[src/rtl/regfile_wb_arbiter.sv]
// Two-requester writeback arbiter with a register busy scoreboard; optional contention counter under WB_ARB_STATS_EN.
// Latency: ready is combinational; the accepted write appears on rf_we/rf_waddr/rf_wdata one cycle after acceptance.
// Backpressure: one requester gets ready per cycle (round-robin on contention); stall or rst withholds all readies.
module regfile_wb_arbiter (
    input  logic        CLK,
    input  logic        rst,
    input  logic        a_valid,
    input  logic [4:0]  a_addr,
    input  logic [31:0] a_data,
    output logic        a_ready,
    input  logic        b_valid,
    input  logic [4:0]  b_addr,
    input  logic [31:0] b_data,
    output logic        b_ready,
    input  logic        stall,
    input  logic        rsv_valid,
    input  logic [4:0]  rsv_addr,
    output logic [31:0] busy,
    output logic        rf_we,
    output logic [4:0]  rf_waddr,
    output logic [31:0] rf_wdata,
    output logic [15:0] conflict_cnt
);

    typedef struct packed {
        logic [4:0]  addr;
        logic [31:0] data;
    } wb_req_t;

    logic    last_b;
    logic    grant_a;
    logic    grant_b;
    logic    acc;
    wb_req_t acc_req;
    logic [31:0] busy_nxt;

    // On contention the requester that did not win last time goes first.
    always_comb begin
        grant_a = 1'b0;
        grant_b = 1'b0;
        if (!rst && !stall) begin
            grant_a = a_valid && (!b_valid || last_b);
            grant_b = b_valid && (!a_valid || !last_b);
        end
    end

    assign a_ready = grant_a;
    assign b_ready = grant_b;
    assign acc     = grant_a || grant_b;

    always_comb begin
        acc_req = grant_b ? wb_req_t'{addr: b_addr, data: b_data}
                          : wb_req_t'{addr: a_addr, data: a_data};
    end

    // Reservation is applied after the writeback clear so a same-cycle reserve wins.
    always_comb begin
        busy_nxt = busy;
        if (acc)
            busy_nxt[acc_req.addr] = 1'b0;
        if (rsv_valid)
            busy_nxt[rsv_addr] = 1'b1;
        busy_nxt[0] = 1'b0;
    end

    always_ff @(posedge CLK) begin
        if (rst) begin
            last_b   <= 1'b1;
            busy     <= '0;
            rf_we    <= 1'b0;
            rf_waddr <= '0;
            rf_wdata <= '0;
        end else begin
            busy  <= busy_nxt;
            rf_we <= acc && (acc_req.addr != 5'd0);
            if (acc) begin
                last_b   <= grant_b;
                rf_waddr <= acc_req.addr;
                rf_wdata <= acc_req.data;
            end
        end
    end

`ifdef WB_ARB_STATS_EN
    logic [15:0] conflict_q;

    always_ff @(posedge CLK) begin
        if (rst)
            conflict_q <= '0;
        else if (a_valid && b_valid && !stall && conflict_q != 16'hFFFF)
            conflict_q <= conflict_q + 16'd1;
    end

    assign conflict_cnt = conflict_q;
`else
    assign conflict_cnt = 16'h0000;
`endif

endmodule

[config.mk]
export PLATFORM = sky130hd
export DESIGN_NAME = regfile_wb_arbiter
export DESIGN_NICKNAME = d
export VERILOG_FILES = /design/src/rtl/regfile_wb_arbiter.sv
export SDC_FILE = /design/constraint.sdc
export NUM_CORES = 1
export LEC_CHECK = 0
export ABC_AREA = 1
export CAP_MARGIN = 40
export CORE_UTILIZATION = 41
export CTS_CLUSTER_SIZE = 16
export DETAILED_ROUTE_END_ITERATION = 7
export PLACE_DENSITY = 0.83
export SLEW_MARGIN = 20
export SYNTH_ARGS = -nofsm -noshare
export SYNTH_HDL_FRONTEND = slang
export SYNTH_SLANG_ARGS = --single-unit
[constraint.sdc]
create_clock -name CLK -period 1.85 [get_ports CLK]
set_input_delay 0.4625 -clock CLK [delete_from_list [all_inputs] [get_ports CLK]]
set_output_delay 0.4625 -clock CLK [all_outputs]
set_load 0.01 [all_outputs]
# [After elaboration in Yosys (flattened, before gate mapping)]
# Cells that the tools add are included.
[totals] regBits=71 input_bits=85 output_inout_bits=88 wordCells=37
[classes] magnitude_cmp=4 muxes=9 bitwise=3 reduce_logical=15
[op_table] cell="2-to-1 mux 32 bit" n=2
[op_table] cell="2-to-1 mux 37 bit" n=1
[op_table] cell="AND 32 bit" n=1
[op_table] cell="NOT 32 bit" n=1
[op_table] cell="bitwise OR 32 bit" n=1
[op_table] cell="< comparator 5 x 6 -> 1 bit, second input constant" n=2
[op_table] cell="demux 1 bit (select 5 bit)" n=2
[op_table] cell=">= comparator 5 x 1 -> 1 bit, second input constant" n=2
[op_table] cell="logical AND 1 bit" n=6
[op_table] cell="zero test 1 bit" n=5
[op_table] cell="nonzero test 5 bit" n=1
[op_table] cell="2-to-1 mux 1 bit" n=4
[op_table] cell="logical OR 1 bit" n=3

# [Longest topological paths before layout]
[depth] depth_word=14 depth_mapped=11

# [Worst setup path after synthesis]
# OpenSTA, ideal clock, no wires.
[synth_timing] path_type="input to output" from="in rst" to="out b_ready" arrival_ns=1.146 required_ns=1.387 setup_slack_ns=0.241 stages=5 n_path_buf=2 cell_sequence="buf_6 > nor2_8 > nand3_4 > inv_2 > buf_2"
[synth_via] elab_chain_cells=3
[synth_rtl] item="start, declared" line="6" rtl="input logic rst,"
[synth_rtl] item="zero test 1 bit" line="41" rtl="if (!rst && !stall) begin"
[synth_rtl] item="logical AND 1 bit" line="41"
[synth_rtl] item="2-to-1 mux 1 bit" line="41"
[synth_rtl] item="end, declared" line="14" rtl="output logic b_ready,"
# No other way between the ends.

# [Worst setup path after layout]
[layout_timing] from="reg rf_wdata[17]" to="out rf_wdata[17]"
[layout_lines] item="start, declared" line="21" rtl="output logic [31:0] rf_wdata,"
[layout_lines] item="start signal, assigned" line="79" rtl="rf_wdata <= acc_req.data;"
# No word-level cell between the ends.

==> run_results.csv <==
group,metric,value,unit
layout,postLayoutCellArea,5390,µm²
setup_path,critPathLaunchType,"flop",
layout,multiInputGateArea,1680,µm²
min_path,hold_class,"flop to flop",
clock_network,cts_tree,"yes",
setup_path,worstPathMaxFanout,2,
yosys,ys_warn_count,0,
yosys,synthCells,492,
sta,finClkSkew,0.00817,ns
route,drt_first_pass_iters,4,
pwr,p_leak,2.30,nW
yosys,ys_types,22,
clock_network,clk_path_buf_depth,2,
route,antenna_left,0,
grt,antenna_found_initial,1,
clock_network,clk_pin_slew,0.08,ns
placement,place_congestion,0.867,
route,routed_wl,10700,µm
setup_path,cp_data_required_time,1.39,ns
grt,grt_max_degree,54,
yosys,yosysMostFrequentCell,"nand2_1",
sta,period_share,0.945,
sta,hold_viol,0,
route,routed.top_layer,"met4",
yosys,synth.avg_cell_area,7.05,µm²
yosys,yosysTopAreaCell,"dfxtp_1",
clock_network,h-tree-depth,3,
yosys,synth_area_leaders,"dfxtp_1 40%, nand2_1 19%, o211ai_1 8.0%",
floorplan,fp.dieArea,8830,µm²
run_status,outcome,"finished clean",
layout,finalNetCount,749,
sta,rsz0062_at_grt,"no",
layout,layout-drive-gt1-share,0.132,
route,vias,3798,
setup_path,path_cells,"clkdlybuf4s50_1",
layout,seqCellArea,1400,µm²
clock_network,cts_buffers,9,
clock_network,hold_buffers,0,
floorplan,start_util,0.422,
setup_path,path_delay_family,"buffers and inverters",
floorplan,die-width,94.0,µm
pwr,vdd.ir_drop.worst,0.403,mV
sta,tns,0,ns
placement,dp_hpwl,8050,µm
placement,portBuffers,155,
layout,final_cell_count_no_fill,775,
route,post_drt_wl_per_cell,13.8,µm
sta,whs,0.462,ns
grt,gr-total-overflow,0,
yosys,synthesis.area,3470,µm²
pwr,power_density,674,nW/µm²
floorplan,io_pins,173,
clock_network,clk_latency,0.35,ns
yosys,synth_edf_count,0,
sta,setup-violations-final,0,
route,drt_iter0_drc,210,
setup_path,arrival,1.29,ns
clock_network,root_buffer,"clkbuf_8",
yosys,synthArstFlopShare,0,
placement,dp.cells,757,
yosys,ys_seq_elements,70,
grt,grt_pass1_vias,3724,
placement,postPlaceCellArea,5190,µm²
run,maxCapViolCount,0,
yosys,synth_flop_cell,"dfxtp_1",
layout,synthToLayoutAreaGrowth,55.6,%
yosys,synthDominantCellAreaShare,0.404,
floorplan,core,8220,µm²
grt,globalRouteTotalUtil,0.252,
route,wl_met3,682,µm
sta,fin_crit,1.75,ns
setup_path,crit_slowest_cell,"clkdlybuf4s50_1",
setup_path,critPathCaptureType,"primary output",
floorplan,num_rows,33,
yosys,seq_area_frac_synth,0.404,
floorplan,chipHeight,94.0,µm
layout,final_util,0.656,
setup_path,critPathBufInv,1,
yosys,synthTopCellsByCount,"177 x nand2_1, 70 x dfxtp_1, 50 x inv_1",
route,routed-wl-met2,5300,µm
grt,grt_pass1_wl,17300,µm
sta,max_freq,572,MHz
clock_network,cts_sinks,70,
setup_path,max_stage_delay,0.58,ns
route,viasPerCell,4.90,
layout,num-fill-cells,692,
route,wl_met1,4360,µm
route,drcViolationCount,0,
sta,drv_slew,0,
setup_path,critPathKind,"flop to primary output",
[final timing paths]
path                                           startpoint                   to  slack, ns  depth (start not counted)
worst max-delay path            rf_wdata[17]$_SDFFE_PP0N_         rf_wdata[17]       0.10                          1
worst min-delay path                  busy[23]$_SDFF_PP0_  busy[23]$_SDFF_PP0_       0.46                          2
worst max register to register        last_b$_SDFFE_PP1N_   busy[7]$_SDFF_PP0_       0.26                         10
worst min register to register        busy[23]$_SDFF_PP0_  busy[23]$_SDFF_PP0_       0.46                          2
[final cells by class]
type | count | area share
inverter | 51 | 0.0355
clock buffer | 9 | 0.0230
antenna | 1 | 0.000464
tap | 105 | 0.0244
clock inverter | 7 | 0.0135
timing repair buffer | 186 | 0.332
multi-input combinational | 346 | 0.311
sequential | 70 | 0.260
[layout by cell type, fill, tap and decap left out, types with 4 or more instances in the layout]
cell type / instances
nor2_1: 4
nor3_1: 9
o211ai_1: 37
nand2_1: 175
nor2_2: 10
a21oi_1: 29
clkdlybuf4s50_1: 149
conb_1: 17
nand3_1: 33
a21oi_2: 4
buf_4: 27
nand4_1: 6
dfxtp_1: 70
clkbuf_8: 9
inv_1: 50
nand2_2: 17
[power by group]
| part | total (W) | internal, W | switching [W] |
|---|---|---|---|
| logic | 0.000768 | 0.000407 | 0.000361 |
| clock network | 0.00125 | 0.000624 | 0.000623 |
| registers | 0.00162 | 0.00158 | 0.0000412 |
| total | 0.00364 | 0.00261 | 0.00103 |
[repair_timing]
action | in CTS | in global routing
buffers inserted | 1 | 0
pin swaps | 1 | 0
endpoints found under the setup margin | 59 | 20
gates resized for setup | 16 | 4
[cell families (layout without fill, tap and decap cells)]
family | after synthesis | in the layout | share of synthesized area
AND/OR/NAND/NOR | 258 | 258 | 0.330
buffers and inverters | 92 | 253 | 0.131
flip-flops | 70 | 70 | 0.404
other | 1 | 18 | 0.00108
AO/OA/AOI/OAI | 71 | 71 | 0.134
[sequential cells by signal, indices dropped and copies added (netlist names)]
name,flops
rf_wdata,32
busy,31
rf_waddr,5
last_b,1
rf_we,1
[metrics by stage]
stage	power, W	worst slack, ns
2_1_floorplan	0.00201	0.241
3_3_place_gp	0.00240	-0.612
3_5_place_dp	0.00242	-0.631
4_1_cts	0.00365	0.000852
5_1_grt	0.00381	0.0588
6_report	0.00364	0.102
[per-layer routing]
metal / vias up / GRT usage
met5: - / 0
met4: 0 / 0.127
met3: 30 / 0.0558
met2: 139 / 0.429
met1: 1740 / 0.296
li1: 1889 / -
Power figures use the tool's default switching activity.
